## src/rtl/hub75_pkg.sv

```systemverilog
// Shared definitions for the HUB75 scan controller.
//  state_t     : scan sequencer states
//  OE_ACTIVE / OE_BLANK : panel output-enable polarity (active low)
//  LAT_ACTIVE  : panel latch polarity (active high)
//  max3()      : constant helper used to size the phase timer
package hub75_pkg;

  typedef enum logic [2:0] {
    IDLE,
    FETCH,
    LOW,
    HIGH,
    SETTLE,
    LATCH,
    DISPLAY,
    GAP
  } state_t;

  localparam logic OE_ACTIVE  = 1'b0;
  localparam logic OE_BLANK   = 1'b1;
  localparam logic LAT_ACTIVE = 1'b1;

  function automatic int max3(input int a, input int b, input int c);
    int m;
    m = (a > b) ? a : b;
    return (m > c) ? m : c;
  endfunction

endpackage

```

## src/rtl/hub75_phase_timer.sv

```systemverilog
// Loadable down-counter that times one scan phase.
//  clk   in  : clock
//  rst   in  : asynchronous active-high reset
//  start in  : load the counter; the phase begins on the following cycle
//  load  in  : phase length in cycles (>=1)
//  done  out : high during the last cycle of the phase (one pulse per start)
module hub75_phase_timer #(
  parameter int CNT_W = 10
) (
  input  logic             clk,
  input  logic             rst,
  input  logic             start,
  input  logic [CNT_W-1:0] load,
  output logic             done
);

  logic [CNT_W-1:0] cnt;
  logic             running;

  // start wins over an expiring phase so back-to-back phases need no idle cycle
  always_ff @(posedge clk or posedge rst) begin
    if (rst) begin
      cnt     <= '0;
      running <= 1'b0;
    end else if (start) begin
      cnt     <= load - 1'b1;
      running <= 1'b1;
    end else if (running) begin
      if (cnt == '0) running <= 1'b0;
      else           cnt     <= cnt - 1'b1;
    end
  end

  assign done = running && (cnt == '0);

endmodule

```

## src/rtl/hub75_scan_controller.sv

```systemverilog
// HUB75 scan controller for a two-half-panel, 1/ROWS_HALF scan LED matrix.
// Fetches upper/lower pixel pairs from a frame-buffer read port, shifts them
// out on the panel clock, latches the row, sets the row address and lights
// the row for ON_CYCLES.
//  CLOCK_50   in  : system clock
//  RESET      in  : asynchronous active-high reset
//  enable     in  : run scanning, sampled in IDLE and at the end of each row
//  pix_addr   out : frame-buffer read address {row, col}
//  pix_rgb1   in  : upper-half pixel {b,g,r}, valid one cycle after pix_addr
//  pix_rgb2   in  : lower-half pixel {b,g,r}, same timing
//  rgb1/rgb2  out : panel colour data
//  addr       out : panel row address
//  clk        out : panel shift clock
//  lat        out : panel latch (active high)
//  oe         out : panel output enable (active low)
//  frame_done out : one-cycle pulse in the gap after the last row is shown
module hub75_scan_controller
  import hub75_pkg::*;
#(
  parameter int COLS       = 64,
  parameter int ROWS_HALF  = 16,
  parameter int CLK_DIV    = 1,
  parameter int LAT_CYCLES = 2,
  parameter int ON_CYCLES  = 512
) (
  input  logic                                     CLOCK_50,
  input  logic                                     RESET,
  input  logic                                     enable,
  output logic [$clog2(ROWS_HALF)+$clog2(COLS)-1:0] pix_addr,
  input  logic [2:0]                               pix_rgb1,
  input  logic [2:0]                               pix_rgb2,
  output logic [2:0]                               rgb1,
  output logic [2:0]                               rgb2,
  output logic [$clog2(ROWS_HALF)-1:0]             addr,
  output logic                                     clk,
  output logic                                     lat,
  output logic                                     oe,
  output logic                                     frame_done
);

  localparam int RW = $clog2(ROWS_HALF);
  localparam int CW = $clog2(COLS);
  localparam int TW = $clog2(max3(CLK_DIV, LAT_CYCLES, ON_CYCLES) + 1);

  localparam logic [RW-1:0] ROW_LAST = RW'(ROWS_HALF - 1);
  localparam logic [CW-1:0] COL_LAST = CW'(COLS - 1);
  localparam logic [TW-1:0] LD_DIV   = TW'(CLK_DIV);
  localparam logic [TW-1:0] LD_LAT   = TW'(LAT_CYCLES);
  localparam logic [TW-1:0] LD_ON    = TW'(ON_CYCLES);

  state_t        state, state_d;
  logic [RW-1:0] row, row_d;
  logic [CW-1:0] col, col_d;
  logic          tmr_start;
  logic [TW-1:0] tmr_load;
  logic          tmr_done;
  logic          low_first;

  hub75_phase_timer #(
    .CNT_W (TW)
  ) u_timer (
    .clk   (CLOCK_50),
    .rst   (RESET),
    .start (tmr_start),
    .load  (tmr_load),
    .done  (tmr_done)
  );

  always_ff @(posedge CLOCK_50 or posedge RESET) begin
    if (RESET) begin
      state <= IDLE;
      row   <= '0;
      col   <= '0;
    end else begin
      state <= state_d;
      row   <= row_d;
      col   <= col_d;
    end
  end

  always_comb begin
    state_d   = state;
    row_d     = row;
    col_d     = col;
    tmr_start = 1'b0;
    tmr_load  = '0;

    case (state)
      IDLE: begin
        if (enable) begin
          state_d = FETCH;
          col_d   = '0;
        end
      end
      FETCH:   state_d = LOW;
      LOW:     if (tmr_done) state_d = HIGH;
      HIGH: begin
        if (tmr_done) begin
          if (col == COL_LAST) begin
            state_d = SETTLE;
          end else begin
            col_d   = col + 1'b1;
            state_d = FETCH;
          end
        end
      end
      SETTLE:  state_d = LATCH;
      LATCH:   if (tmr_done) state_d = DISPLAY;
      DISPLAY: if (tmr_done) state_d = GAP;
      GAP: begin
        row_d   = (row == ROW_LAST) ? '0 : row + 1'b1;
        col_d   = '0;
        state_d = enable ? FETCH : IDLE;
      end
      default: state_d = IDLE;
    endcase

    // every timed phase is entered from a different state, so a state change
    // is the cue to arm the timer for the phase being entered
    if (state_d != state) begin
      case (state_d)
        LOW, HIGH: begin
          tmr_start = 1'b1;
          tmr_load  = LD_DIV;
        end
        LATCH: begin
          tmr_start = 1'b1;
          tmr_load  = LD_LAT;
        end
        DISPLAY: begin
          tmr_start = 1'b1;
          tmr_load  = LD_ON;
        end
        default: ;
      endcase
    end
  end

  // Outputs are registered from the next state so each pin is valid for the
  // whole of the state it belongs to.
  always_ff @(posedge CLOCK_50 or posedge RESET) begin
    if (RESET) begin
      pix_addr   <= '0;
      rgb1       <= '0;
      rgb2       <= '0;
      addr       <= '0;
      clk        <= 1'b0;
      lat        <= ~LAT_ACTIVE;
      oe         <= OE_BLANK;
      frame_done <= 1'b0;
      low_first  <= 1'b0;
    end else begin
      clk        <= (state_d == HIGH);
      lat        <= (state_d == LATCH) ? LAT_ACTIVE : ~LAT_ACTIVE;
      oe         <= (state_d == DISPLAY) ? OE_ACTIVE : OE_BLANK;
      frame_done <= (state_d == GAP) && (row == ROW_LAST);
      low_first  <= (state_d == LOW) && (state != LOW);
      if (state_d == FETCH) pix_addr <= {row_d, col_d};
      // frame-buffer data for the FETCH address arrives during the first LOW cycle
      if (low_first) begin
        rgb1 <= pix_rgb1;
        rgb2 <= pix_rgb2;
      end
      // address moves in SETTLE, where the panel is guaranteed blanked
      if (state_d == SETTLE) addr <= row;
    end
  end

endmodule

```

## config.mk

```make
export PLATFORM = sky130hd
export DESIGN_NAME = hub75_scan_controller
export DESIGN_NICKNAME = d
export VERILOG_FILES = /design/src/rtl/hub75_pkg.sv /design/src/rtl/hub75_phase_timer.sv /design/src/rtl/hub75_scan_controller.sv
export SDC_FILE = /design/constraint.sdc
export NUM_CORES = 1
export LEC_CHECK = 0
export BUFFER_PORTS_ARGS = -buffer_cell sky130_fd_sc_hd__buf_2
export CORE_MARGIN = 5
export CORE_UTILIZATION = 30
export CTS_BUF_LIST = sky130_fd_sc_hd__clkbuf_2
export DETAILED_ROUTE_END_ITERATION = 6
export GPL_TIMING_DRIVEN = 1
export PLACE_DENSITY = 0.49
export SLEW_MARGIN = 10
export SYNTH_ARGS = -nofsm -noshare
export SYNTH_HDL_FRONTEND = slang
export SYNTH_HIERARCHICAL = 1
export SYNTH_SLANG_ARGS = --single-unit
```

## constraint.sdc

```tcl
create_clock -name CLOCK_50 -period 3.6 [get_ports CLOCK_50]
set_input_delay 0 -clock CLOCK_50 [delete_from_list [all_inputs] [get_ports CLOCK_50]]
set_output_delay 0 -clock CLOCK_50 [all_outputs]
set_load 0.01 [all_outputs]
```

; ---- After elaboration in Yosys (flattened, before gate mapping)
; Index checks and enable logic that the tools add are counted.
; W data, S select, Z words.
[word_totals]
ff_bits = 49
in_bits = 9
out_inout_bits = 24
word_cells = 72
[classes]
n_addsub = 4
eq_ne = 19
mux = 26
reduce_logical = 9
[op_table]
columns = operator, n
row1 = $mux W10, 4
row2 = $pmux W10 S3, 1
row3 = $eq A3 B3 Y1 const B, 8
row4 = $pmux W3 S8, 1
row5 = $sub A10 B1 Y10 const B, 2
row6 = $mux W3, 6
row7 = $mux W6, 3
row8 = $pmux W6 S3, 1
row9 = $eq A3 B2 Y1 const B, 4
row10 = $logic_not A10 Y1, 1
row11 = $mux W1, 8
row12 = $mux W4, 2
row13 = $add A6 B1 Y6 const B, 1
row14 = $eq A3 B1 Y1 const B, 2
row15 = $eq A6 B6 Y1 const B, 1
row16 = $add A4 B1 Y4 const B, 1
row17 = $eq A4 B4 Y1 const B, 1
row18 = $reduce_or A4 Y1, 1
row19 = $logic_and A1 B1 Y1, 3
row20 = $logic_not A3 Y1, 1
row21 = $ne A3 B2 Y1 const B, 1
row22 = $ne A3 B3 Y1, 1
row23 = $ne A2 B2 Y1 const B, 1
row24 = $reduce_and A2 Y1, 1
row25 = other kinds (2), 2

; ---- Depth between registers and ports, before layout
; Gate-level depths: netlist of the first run.
[depth]
ltp_word = 10
mapped_depth = 17
depth_no_buf = 13

; ---- By module
; The synthesis of the first run kept the hierarchy.
[modules_own_cells]
columns = mod, instances, cells_each, area_each_um2, seq_area_each_um2
row1 = hub75_scan_controller, 1, 158, 1776.7, 952.2
row2 = hub75_phase_timer, 1, 89, 852.1, 275.3

; ---- Worst setup path after synthesis of the first run
; OpenSTA, ideal clock, no wires.
[synth_timing]
path_kind = reg-to-reg
from = register u_timer.cnt[2]
to = register u_timer.cnt[8]
setup_time_ns = 0.142
arrival_ns = 3.711
required_ns = 3.458
path_slack_ns = -0.253
stages_incl_launch_ff = 17
path_buffers = 4
period_less_slack_ns = 3.853
path_cell_list = dfrtp_1 or3_1 nor4_1 buf_2 nor2b_1 a21oi_1 o21ai_0 o21ai_0 buf_6 clkbuf_1 buf_1 mux2i_1 ha_1 o211ai_1 nor3_1 xnor2_1 mux2i_1
[synth_via]
elab_chain_cells = 10
word_cells_on_any_way = 26
classes_between = 2 x add/sub / 6 x eq/ne / 12 x mux / 6 x reduce/logical
[synth_lines]
columns = item, line_no
row1 = "start, declared", hub75_phase_timer.sv:17  ; logic [CNT_W-1:0] cnt;
row2 = "start signal, assigned", hub75_phase_timer.sv:26  ; cnt <= load - 1'b1;
row3 = "start signal, assigned", hub75_phase_timer.sv:30  ; else cnt <= cnt - 1'b1;
row4 = $logic_not A10 Y1 (*), hub75_phase_timer.sv:34  ; assign done = running && (cnt == '0);
row5 = $logic_and A1 B1 Y1 (*), hub75_phase_timer.sv:34
row6 = via tmr_done, hub75_scan_controller.sv:56  ; logic tmr_done;
row7 = $mux W3 (on tied branches), -
row8 = $pmux W3 S8 (*), hub75_scan_controller.sv:88  ; case (state)
row9 = $eq A3 B2 Y1 or $eq A3 B3 Y1 (tied branches), hub75_scan_controller.sv:121  ; case (state_d)
row10 = $reduce_or A4 Y1 (no source line), -
row11 = $mux W1, hub75_scan_controller.sv:121
row12 = $mux W1 (*), hub75_scan_controller.sv:120  ; if (state_d != state) begin
row13 = via tmr_start, hub75_scan_controller.sv:54  ; logic tmr_start;
row14 = $ne A2 B2 Y1 (no source line) or $reduce_bool A2 Y1 (tied branches), -
row15 = $reduce_and A2 Y1 (no source line), -
; Mark *: on every way through the listed nets, which the timed path passes. The rest lies on a longest branch. The select of a mux whose other input is x is not followed.
; A chain may end at the register's enable or synchronous reset.

; ---- Worst setup path in the final report of the first run
[layout_timing]
from = register u_timer.cnt[8]
to = register u_timer.cnt[8]
; The elaborated chain is that of the path after synthesis.

==> key figures, run 1 <==
Power
  – Total Power: approximately 1.8 mW
  – Flop pwr share: 44.7%
  – Leak pwr: approximately 1.4 nW
  – Worst vdd ir: 0.0001994 V
  – Sw frac: about 38%
  – Pwr per Cell Area: roughly 600 nW/um^2
  – Clk pwr share: ~17%
  – Internal: between 1 and 1.5 mW
  – Combinational share of power: between 30 and 40%
  – Sw power: approximately 0.70 mW

Drt
  – Final ANT Viol Nets: 0
  – Via count: between 2000 and 2500
  – Final WL: about 5.8 mm
  – DRT Pass-1 Iters: 5
  – Drt drc: 0
  – Initial DRC Count: 97
  – WL/cell: between 10 and 15 um
  – Vias per Instance: around 4.8

CTS
  – CTS tree: built
  – CTS Buf Count: 5
  – Clock root buffer: clkbuf_2
  – H-tree levels: 2
  – Worst-skew pair later-pin latency: roughly 0.43 ns
  – Clock transition at path regs: between 0.2 and 0.3 ns
  – CTS sink cnt: between 40 and 50
  – Maximum clock insertion buffer count: 2

Die
  – Die area: 10740 sq um
  – Die Wd: between 100 and 150 um
  – Initial core utilization: approximately 30%
  – Core Region: between 8000 and 9000 sq um
  – I/O Pins: 33
  – FP Rows: 34
  – Die Ht: slightly above 100 um

Flow run
  – Max_cap viols: 0

Synthesis
  – Top cells by count, synth: 48 x dfrtp_1, 20 x mux2_2, 15 x nand2_1
  – Mapped Area: about 2600 sq um
  – Register area share after synthesis: between 40% and 50%
  – Area contributors post-synth: dfrtp_1 46%, mux2_2 8.6%, mux2i_1 3.0%
  – Primary FF master, synth: dfrtp_1
  – Synth top area share: a little under half
  – Synth cell types: between 50 and 60
  – #FFs+latches synth: slightly below 50
  – Ys async rst share: between 90% and 100%
  – Most frequent cell after synthesis: dfrtp_1
  – Cell count after synthesis: ~250
  – Number of synthesized flops with an enable pin: 0
  – Post-Syn Area per Cell: around 11 sq um
  – Cell taking the most area after synthesis: dfrtp_1
  – Ys Warns: 6

Place
  – Worst slack, placed: between 0.2 and 0.3 ns
  – Placed Area: just under 3000 sq um
  – Placed Cells incl. Taps: between 400 and 500
  – Hpwl dp: around 4.1 mm
  – Port Buffers: 32
  – Placer congestion estimate: around 0.82

Timing
  – Final worst slack: around 0.31 ns
  – RSZ-0062 raised after global routing: false
  – Achievable Freq: between 0.3 and 0.4 GHz
  – Slew HR: 59.98%
  – Period utilisation layout: 91.38%
  – Finish-stage setup viols: 0
  – Total negative slack: 0 ns
  – Pins Over Slew Limit: 0
  – Final min period: 3.290 ns
  – Post-Route Skew: ~0.012 ns
  – Least-Margin Pin Slew: between 0.5 and 0.6 ns
  – Hold WS: around 0.082 ns
  – Final hold vios: 0

Finish
  – Fill cells: about 890
  – Final Non-Filler Cells: about 420
  – Share of cells above drive strength 1: a little over a quarter
  – Area Growth Syn to Fin: 20.32%
  – Post-route cell area: between 3000 and 4000 sq um
  – Final nets: 321
  – Utilization after layout: approximately 37%
  – Ant diodes: 0

Critical path
  – Worst EP required: 3.96 ns
  – Worst Setup SP: u_timer/cnt[8]$_DFFE_PP0P_
  – R2R cell count: 13
  – Type of origin of the critical path: flop
  – WS Path Type: reg -> reg
  – R2r setup slk: about 0.31 ns
  – RR Endpoint: u_timer/cnt[8]$_DFFE_PP0P_
  – R2R Path Start: u_timer/cnt[8]$_DFFE_PP0P_
  – CP arrival: roughly 3.7 ns
  – Endpoint type of the worst setup path: flop
  – CP max FO: 12

Min path
  – Hold Path Class: in -> async

Global routing
  – Remaining Overflow, GRT: 0
  – Initial antenna violation count: 0
  – GR Util All Layers: 11.01%
  – Vias in the first global route: between 2000 and 2500
  – Largest net degree at the start of global routing: 39
  – Global-route wire length before repair: between 10 and 15 mm

Run status
  – Status: finished, final reports clean
[registers in the layout, indices dropped and copies added, names as in the netlist, 3 cells and up]
signal,count
row,4
col,6
addr,4
rgb1,3
state,3
u_timer/cnt,10
pix_addr,10
rgb2,3
[cells by family (layout without fill, tap and decap cells)]
group | count (synthesis) | in the layout | synth area share (%)
compound gates | 52 | 52 | 14.52
xor+xnor | 13 | 13 | 4.331
fa+ha+maj | 3 | 3 | 1.428
buf+inv | 22 | 65 | 4.283
flops | 49 | 49 | 46.69
mux | 28 | 28 | 11.61
other cells | 1 | 21 | 0.1427
simple gates | 79 | 79 | 16.99
[cell usage in the layout (no fill, tap or decap), types with 6 or more instances in the layout]
cell type and count:
dfrtp_1 48, buf_2 32, conb_1 21, mux2_2 20, nand2_1 15, a21oi_1 13
nor2_1 12, nand3_1 10, nor3_1 10, inv_1 9, xnor2_1 8, dlygate4sd3_1 8
mux2i_1 8, buf_4 7, o21ai_0 6
[layer usage]
metal / share of wire [%] / GRT usage (%) / up-vias
met2: 51 / 18.53 / 25
met4: 0.66 / 2.812 / 0
li1: - / - / 999
met3: 3.0 / 2.114 / 7
met5: 0 / 0 / -
met1: 45 / 14.46 / 983
[critical path: stages (launching register included)]
cell	delay, ns
dfrtp_1	0.48
or4_4	0.59
nor4_2	0.15
buf_4	0.22
nor2b_1	0.09
a21oi_1	0.14
o21ai_0	0.17
o21ai_4	0.20
mux2i_1	0.24
ha_1	0.26
o211ai_1	0.22
nor3_1	0.23
xnor2_1	0.14
mux2i_1	0.08
[timing repair]
item / 4_1_cts / 5_1_grt
endpoints found under the setup margin: 0 / 4
endpoints found under the hold margin: 56 / 0
buffers inserted: 0 / 1
resized for setup: 0 / 5
hold buffers: 8 / 0
[how the worst max path moves through the flow]
stage,to,cells after the start,slack (ns)
2_1_floorplan,u_timer/cnt[8]$_DFFE_PP0P_,16,0.1
3_3_place_gp,u_timer/cnt[8]$_DFFE_PP0P_,13,0.31
3_5_place_dp,u_timer/cnt[6]$_DFFE_PP0P_,13,0.27
4_1_cts,u_timer/cnt[6]$_DFFE_PP0P_,13,0.21
5_1_grt,u_timer/cnt[8]$_DFFE_PP0P_,13,0.009
6_report,u_timer/cnt[8]$_DFFE_PP0P_,13,0.31
[power groups by stage]
stage	Clock, mW	Combinational (mW)	Sequential, mW
2_1_floorplan	0	0.495	0.837
3_3_place_gp	0	0.682	0.832
3_5_place_dp	0	0.692	0.834
4_1_cts	0.331	0.701	0.825
5_1_grt	0.351	0.791	0.850
6_report	0.309	0.711	0.824
[final cells by class]
type                            count  area [sq um]  share of cell area [%]
Clock inverter                      3         46.29                   1.464
Sequential cell                    49          1227                   38.81
Timing Repair Buffer               48         304.0                   9.612
Inverter                            9         33.78                   1.068
Multi-Input combinational cell    196          1391                   43.99
Clock buffer                        5         25.02                  0.7911
Tap cell                          108         135.1                   4.272
(Power assumes the default switching activity.)
==> run 2: changes to the inputs <==
--- a/config.mk
+++ b/config.mk
@@ -7,11 +7,11 @@
 export LEC_CHECK = 0
 export BUFFER_PORTS_ARGS = -buffer_cell sky130_fd_sc_hd__buf_2
 export CORE_MARGIN = 5
-export CORE_UTILIZATION = 30
+export CORE_UTILIZATION = 40
 export CTS_BUF_LIST = sky130_fd_sc_hd__clkbuf_2
 export DETAILED_ROUTE_END_ITERATION = 6
 export GPL_TIMING_DRIVEN = 1
-export PLACE_DENSITY = 0.49
+export PLACE_DENSITY = 0.62
 export SLEW_MARGIN = 10
 export SYNTH_ARGS = -nofsm -noshare
 export SYNTH_HDL_FRONTEND = slang
==> key figures, run 2 (synthesized netlist as in run 1, its figures left out) <==
Power
  – Flop pwr share: 46.8%
  – Internal: about 1.1 mW
  – Worst vdd ir: about 0.0003 V
  – Pwr per Cell Area: 581.7 nW/um^2
  – Leak pwr: roughly 1.4 nW
  – Clk pwr share: 16.5%
  – Total Power: between 1.5 and 2 mW
  – Sw frac: a little under two fifths
  – Combinational share of power: a little under two fifths
  – Sw power: roughly 0.65 mW

CTS
  – Clock root buffer: clkbuf_2
  – Clock transition at path regs: approximately 0.26 ns
  – H-tree levels: 2
  – Maximum clock insertion buffer count: 2
  – Hold_buf cts: 8
  – # resized after CTS: 0
  – Worst-skew pair later-pin latency: approximately 0.42 ns
  – CTS sink cnt: 49
  – Post-CTS setup repair buffer count: 0
  – CTS Buf Count: 5
  – CTS tree: built

Finish
  – Top Registers: pix_addr (10), u_timer/cnt (10), col (6)
  – Commonest non-fill, non-tap cells in the layout: 48 x dfrtp_1, 32 x buf_2, 21 x conb_1
  – Most common cell after layout, fill and taps aside: dfrtp_1
  – Area of the multi-input gates: ~1400 sq um
  – Ant diodes: 0
  – Final nets: 317
  – Fill cells: ~590
  – Share of cells above drive strength 1: between 20% and 30%
  – Area Growth Syn to Fin: 16.56%
  – Register area: about 1200 sq um

Timing
  – RSZ-0062 raised after global routing: false
  – Pins Over Slew Limit: 0
  – Period utilisation layout: 91.59%
  – Slew HR: 61.02%
  – Final hold vios: 0
  – Least-Margin Pin Slew: a little under 0.6 ns
  – Final min period: 3.297 ns
  – Post-Route Skew: 0.03037 ns
  – Total negative slack: 0 ns
  – Finish-stage setup viols: 0
  – Achievable Freq: just over 0.3 GHz

Global routing
  – GR Util All Layers: 13.14%
  – Global-route wire length before repair: around 9 mm
  – Largest net degree at the start of global routing: 39
  – Vias in the first global route: a little under 2000
  – Initial antenna violation count: 0
  – Remaining Overflow, GRT: 0

Drt
  – Initial DRC Count: 73
  – Vias per Instance: roughly 5.1
  – DRT Pass-1 Iters: 4
  – WL/cell: 13.26 um
  – Drt drc: 0
  – Final ANT Viol Nets: 0
  – Via count: slightly below 2000
  – Final WL: around 5 mm

Critical path
  – R2r setup slk: about 0.30 ns
  – Endpoint type of the worst setup path: flop
  – Cell-by-cell trace of the critical path: or3_1 -> nor4_1 -> buf_4 -> nor2b_1 -> a21oi_1 -> o21ai_0 -> o21ai_2 -> mux2i_1 -> ha_1 -> o211ai_1 -> nor3_1 -> xnor2_1 -> mux2i_1
  – RR Endpoint: u_timer/cnt[6]$_DFFE_PP0P_
  – CP arrival: between 3 and 4 ns
  – WS Path Type: reg -> reg
  – CP max stage cell: or3_1
  – Worst path max stage delay: ~0.48 ns
  – Type of origin of the critical path: flop
  – CP max FO: 12
  – Worst EP required: just under 4 ns
  – R2R Path Start: u_timer/cnt[2]$_DFFE_PP0P_
  – Critical Path Most Common Cell: mux2i_1
  – R2R cell count: 13

Die
  – I/O Pins: 33
  – Initial core utilization: approximately two fifths
  – Die area: just over 8000 sq um
  – FP Rows: 29
  – Core Region: 6386 sq um
  – Die Ht: 91.07 um
  – Die Wd: roughly 90 um

Place
  – Placer congestion estimate: between 0.8 and 0.9
  – Port Buffers: 32
  – Hpwl dp: between 3 and 4 mm

Min path
  – Hold Path Class: in -> async

Run status
  – Status: finished, final reports clean

Flow run
  – Max_cap viols: 0
[run 2: worst max path at each step]
| stage | depth (start not counted) | to | from | slack, ns |
|---|---|---|---|---|
| 2_1_floorplan | 16 | u_timer/cnt[8]$_DFFE_PP0P_ | u_timer/cnt[2]$_DFFE_PP0P_ | 0.1 |
| 3_3_place_gp | 13 | u_timer/cnt[8]$_DFFE_PP0P_ | u_timer/cnt[2]$_DFFE_PP0P_ | 0.43 |
| 3_5_place_dp | 13 | u_timer/cnt[8]$_DFFE_PP0P_ | u_timer/cnt[2]$_DFFE_PP0P_ | 0.37 |
| 4_1_cts | 12 | u_timer/cnt[7]$_DFFE_PP0P_ | u_timer/cnt[2]$_DFFE_PP0P_ | 0.30 |
| 5_1_grt | 13 | u_timer/cnt[8]$_DFFE_PP0P_ | u_timer/cnt[2]$_DFFE_PP0P_ | 0.03 |
| 6_report | 13 | u_timer/cnt[6]$_DFFE_PP0P_ | u_timer/cnt[2]$_DFFE_PP0P_ | 0.30 |
[run 2: final cells by class]
class	count	share of cell area, %
well taps	77	3.144
inverters	9	1.102
repair buffers	44	8.820
flip-flops and latches	49	40.06
clock inverters	2	1.266
multi-input cells	196	44.63
clock buffers	6	0.9800
[run 2: worst max-delay path: cells and delay by family (launching register included)]
kind | cells | cell delay, ns
multiplexers | 2 | 0.34
AO/OA/AOI/OAI | 4 | 0.65
buffers and inverters | 1 | 0.23
flip-flops | 1 | 0.47
XOR/XNOR | 1 | 0.14
adder cells (fa/ha/maj) | 1 | 0.25
AND/OR/NAND/NOR | 4 | 1.13
[run 2: per-layer routing]
metal  wire length [um]  vias up  track usage, %
met5                  0        -               0
met4                 57        0           2.934
met3                144        5           3.058
met2               2545       24           21.63
met1               2331      921           17.66
li1                   -      998               -
[run 2: stage by stage]
step | cells | hold slack, ns | cell area, sq um | worst slack [ns] | util [%]
final | 383 | 0.07307 | 3064 | 0.3027 | 47.98
after floorplan | 267 | -0.1476 | 2709 | 0.09985 | -
after detailed placement | 367 | 0.04417 | 2915 | 0.3721 | 45.65
after global placement | 367 | 0.03309 | 2915 | 0.4348 | 45.65
after global routing | 383 | 0.08422 | 3064 | 0.03127 | 47.98
after CTS | 383 | 0.06412 | 3064 | 0.3036 | 47.98
[run 2: power by group through the flow]
stage / clock network [mW] / logic, mW / registers (mW)
final: 0.294 / 0.653 / 0.835
after global placement: 0 / 0.647 / 0.842
after floorplan: 0 / 0.495 / 0.837
after detailed placement: 0 / 0.658 / 0.848
after global routing: 0.331 / 0.741 / 0.866
after CTS: 0.313 / 0.666 / 0.836
==> run 3: changes to the inputs <==
--- a/config.mk
+++ b/config.mk
@@ -5,6 +5,7 @@
 export SDC_FILE = /design/constraint.sdc
 export NUM_CORES = 1
 export LEC_CHECK = 0
+export ABC_AREA = 1
 export BUFFER_PORTS_ARGS = -buffer_cell sky130_fd_sc_hd__buf_2
 export CORE_MARGIN = 5
 export CORE_UTILIZATION = 40
==> key figures, run 3 <==
Place
  – Placed Area: between 3000 and 4000 sq um
  – Port Buffers: 32
  – Hpwl dp: slightly above 4 mm
  – Worst slack, placed: roughly 0.27 ns
  – Placer congestion estimate: about 0.87
  – Placed Cells incl. Taps: about 460

Drt
  – Final ANT Viol Nets: 0
  – Drt drc: 0
  – Final WL: approximately 5.4 mm
  – Vias per Instance: 4.589
  – WL/cell: about 11 um
  – DRT Pass-1 Iters: 4
  – Initial DRC Count: 106
  – Via count: about 2200

Die
  – I/O Pins: 33
  – Initial core utilization: 40.96%
  – Core Region: between 6000 and 7000 sq um
  – Die Wd: about 93 um
  – Die area: around 8700 sq um
  – Die Ht: between 90 and 100 um
  – FP Rows: 30

Critical path
  – Type of origin of the critical path: flop
  – Critical Path Most Common Cell: nand2_1
  – WS Path Type: reg -> reg
  – Worst EP required: 3.94 ns
  – Cell-by-cell trace of the critical path: nor2_1 -> nand3_1 -> nor3b_2 -> inv_2 -> nor2_2 -> nand2_1 -> nand2_1 -> nand2_1 -> o21bai_1 -> nand2_1 -> nand2_1 -> nand2_1 -> inv_1 -> inv_2 -> o21ai_4 -> ha_2 -> a31oi_1 -> o21ai_0 -> o21ai_0
  – CP max stage cell: dfrtp_1
  – CP arrival: 3.58 ns
  – Worst path max stage delay: ~0.47 ns
  – Endpoint type of the worst setup path: flop
  – CP max FO: 12

Timing
  – Period utilisation layout: around nine tenths
  – Final worst slack: 0.3670 ns
  – Least-Margin Pin Slew: around 0.5 ns
  – Slew HR: between 60 and 70%
  – Total negative slack: 0 ns
  – Pins Over Slew Limit: 0
  – RSZ-0062 raised after global routing: false
  – Final hold vios: 0
  – Final min period: 3.233 ns
  – Post-Route Skew: 0.03162 ns
  – Achievable Freq: between 0.3 and 0.4 GHz
  – Finish-stage setup viols: 0
  – Hold WS: approximately 0.085 ns

Power
  – Sw frac: between 40% and 50%
  – Sw power: 1.246 mW
  – Worst vdd ir: about 0.00025 V
  – Flop pwr share: a little under a third
  – Total Power: approximately 2.5 mW
  – Internal: 1.283 mW
  – Combinational share of power: roughly three fifths
  – Clk pwr share: approximately 9.9%
  – Pwr per Cell Area: 792.1 nW/um^2
  – Leak pwr: 1.685 nW

Finish
  – Area Growth Syn to Fin: 14.75%
  – Ant diodes: 0
  – Commonest non-fill, non-tap cells in the layout: 94 x nand2_1, 48 x dfrtp_1, 33 x inv_1
  – Top Registers: pix_addr (10), u_timer/cnt (10), col (6)
  – Share of cells above drive strength 1: roughly 26%
  – Utilization after layout: 47.00%
  – Final Non-Filler Cells: 479
  – Final nets: between 300 and 400
  – Most common cell after layout, fill and taps aside: nand2_1
  – Post-route cell area: 3193 sq um

CTS
  – CTS sink cnt: between 40 and 50
  – Worst-skew pair later-pin latency: between 0.4 and 0.5 ns
  – CTS Buf Count: 5
  – Clock transition at path regs: around 0.26 ns
  – Clock root buffer: clkbuf_2
  – Maximum clock insertion buffer count: 2
  – H-tree levels: 2
  – CTS tree: built
  – Post-CTS setup repair buffer count: 0

Synthesis
  – Post-Syn Area per Cell: ~8.4 sq um
  – Number of synthesized flops with an enable pin: 0
  – Synth cell types: 45
  – Cell count after synthesis: 332
  – Primary FF master, synth: dfrtp_1
  – Ys Warns: 6
  – Mapped Area: 2783 sq um
  – Cell taking the most area after synthesis: dfrtp_1
  – Ys async rst share: 100.0%
  – Area contributors post-synth: dfrtp_1 43%, nand2_1 13%, nand3_1 4.7%
  – Most frequent cell after synthesis: nand2_1
  – #FFs+latches synth: just under 50
  – Top cells by count, synth: 94 x nand2_1, 48 x dfrtp_1, 33 x inv_1
  – Register area share after synthesis: around 44%
  – Synth top area share: a little over two fifths

Run status
  – Status: finished, final reports clean

Flow run
  – Max_cap viols: 0

Global routing
  – GR Util All Layers: 14.01%
  – Largest net degree at the start of global routing: 37
  – Remaining Overflow, GRT: 0
  – Global-route wire length before repair: between 10 and 15 mm
  – Initial antenna violation count: 0
  – Vias in the first global route: 2211

Min path
  – Hold Path Class: in -> async
[run 3: changes by cell type after synthesis, moves of 8 or more]
cell	delta
nand3_1	+16
mux2_2	-14
mux2i_1	-8
nand2_4	+9
nor3_1	-10
a21oi_1	-9
nand2_1	+79
inv_2	+8
inv_1	+24
[run 3: area by class of cell]
cell class | instances | area (sq um)
clock buffer | 5 | 25.02
clock inverter | 3 | 28.78
fill | 675 | 3601
inverter | 42 | 157.7
multi-input combinational | 240 | 1361
sequential | 49 | 1227
tap | 96 | 120.1
timing repair buffer | 44 | 272.8
[run 3: power groups by stage]
| stage | Combinational (mW) | Clock [mW] | Sequential, mW |
|---|---|---|---|
| after floorplan | 1.27 | 0 | 0.794 |
| after global placement | 1.47 | 0 | 0.798 |
| after detailed placement | 1.49 | 0 | 0.801 |
| after CTS | 1.50 | 0.266 | 0.790 |
| after global routing | 1.69 | 0.290 | 0.813 |
| final | 1.49 | 0.250 | 0.788 |
[run 3: repair_timing]
| action | 4_1_cts | 5_1_grt |
|---|---|---|
| hold endpoints to repair | 57 | 0 |
| resized for setup | 0 | 2 |
| hold buffers | 9 | 0 |
| endpoints found under the setup margin | 0 | 3 |
[run 3: cells by family (layout without fill, tap and decap cells)]
logic type               Yosys count  after routing  share of synthesized area (%)
other                              1              7                         0.1348
flip-flops                        49             49                          44.11
AND/OR/NAND/NOR                  179            179                          33.00
multiplexers                       8              8                          3.237
adder cells (fa/ha/maj)            3              3                          1.349
AO/OA/AOI/OAI                     39             39                          8.859
buffers and inverters             49             94                          8.048
XOR/XNOR                           4              4                          1.259
[run 3: worst max-delay path: cells and delay by family (launching register included)]
family,cells,cell delay (ns)
AOI/OAI and AO/OA,5,0.88
and+or+nand+nor,10,1.18
adders and majority gates,1,0.27
buffers and inverters,3,0.35
DFF,1,0.47
[run 3: path summary, 6_finish.rpt]
check | endpoint | slack [ns] | start | cells after the start
worst max register to register | u_timer/cnt[4]$_DFFE_PP0P_ | 0.37 | u_timer/cnt[7]$_DFFE_PP0P_ | 19
worst min-delay path | u_timer/cnt[5]$_DFFE_PP0P_ | 0.09 | RESET | 3
worst min register to register | pix_addr[5]$_DFFE_PP0N_ | 0.51 | pix_addr[5]$_DFFE_PP0N_ | 2
worst max-delay path | u_timer/cnt[4]$_DFFE_PP0P_ | 0.37 | u_timer/cnt[7]$_DFFE_PP0P_ | 19
min in group CLOCK_50 | rgb1[2]$_DFFE_PP0P_ | 0.30 | pix_rgb1[2] | 3
max in group asynchronous | oe$_DFF_PP1_ | 2.43 | RESET | 5
[run 3: routing by layer]
layer	GRT usage (%)	part of all wire, %	vias to the layer above
li1	-	-	1156
met1	19.07	49	1002
met2	23.23	47	36
met3	2.574	3.9	4
met4	2.930	0.75	0
met5	0	0	-
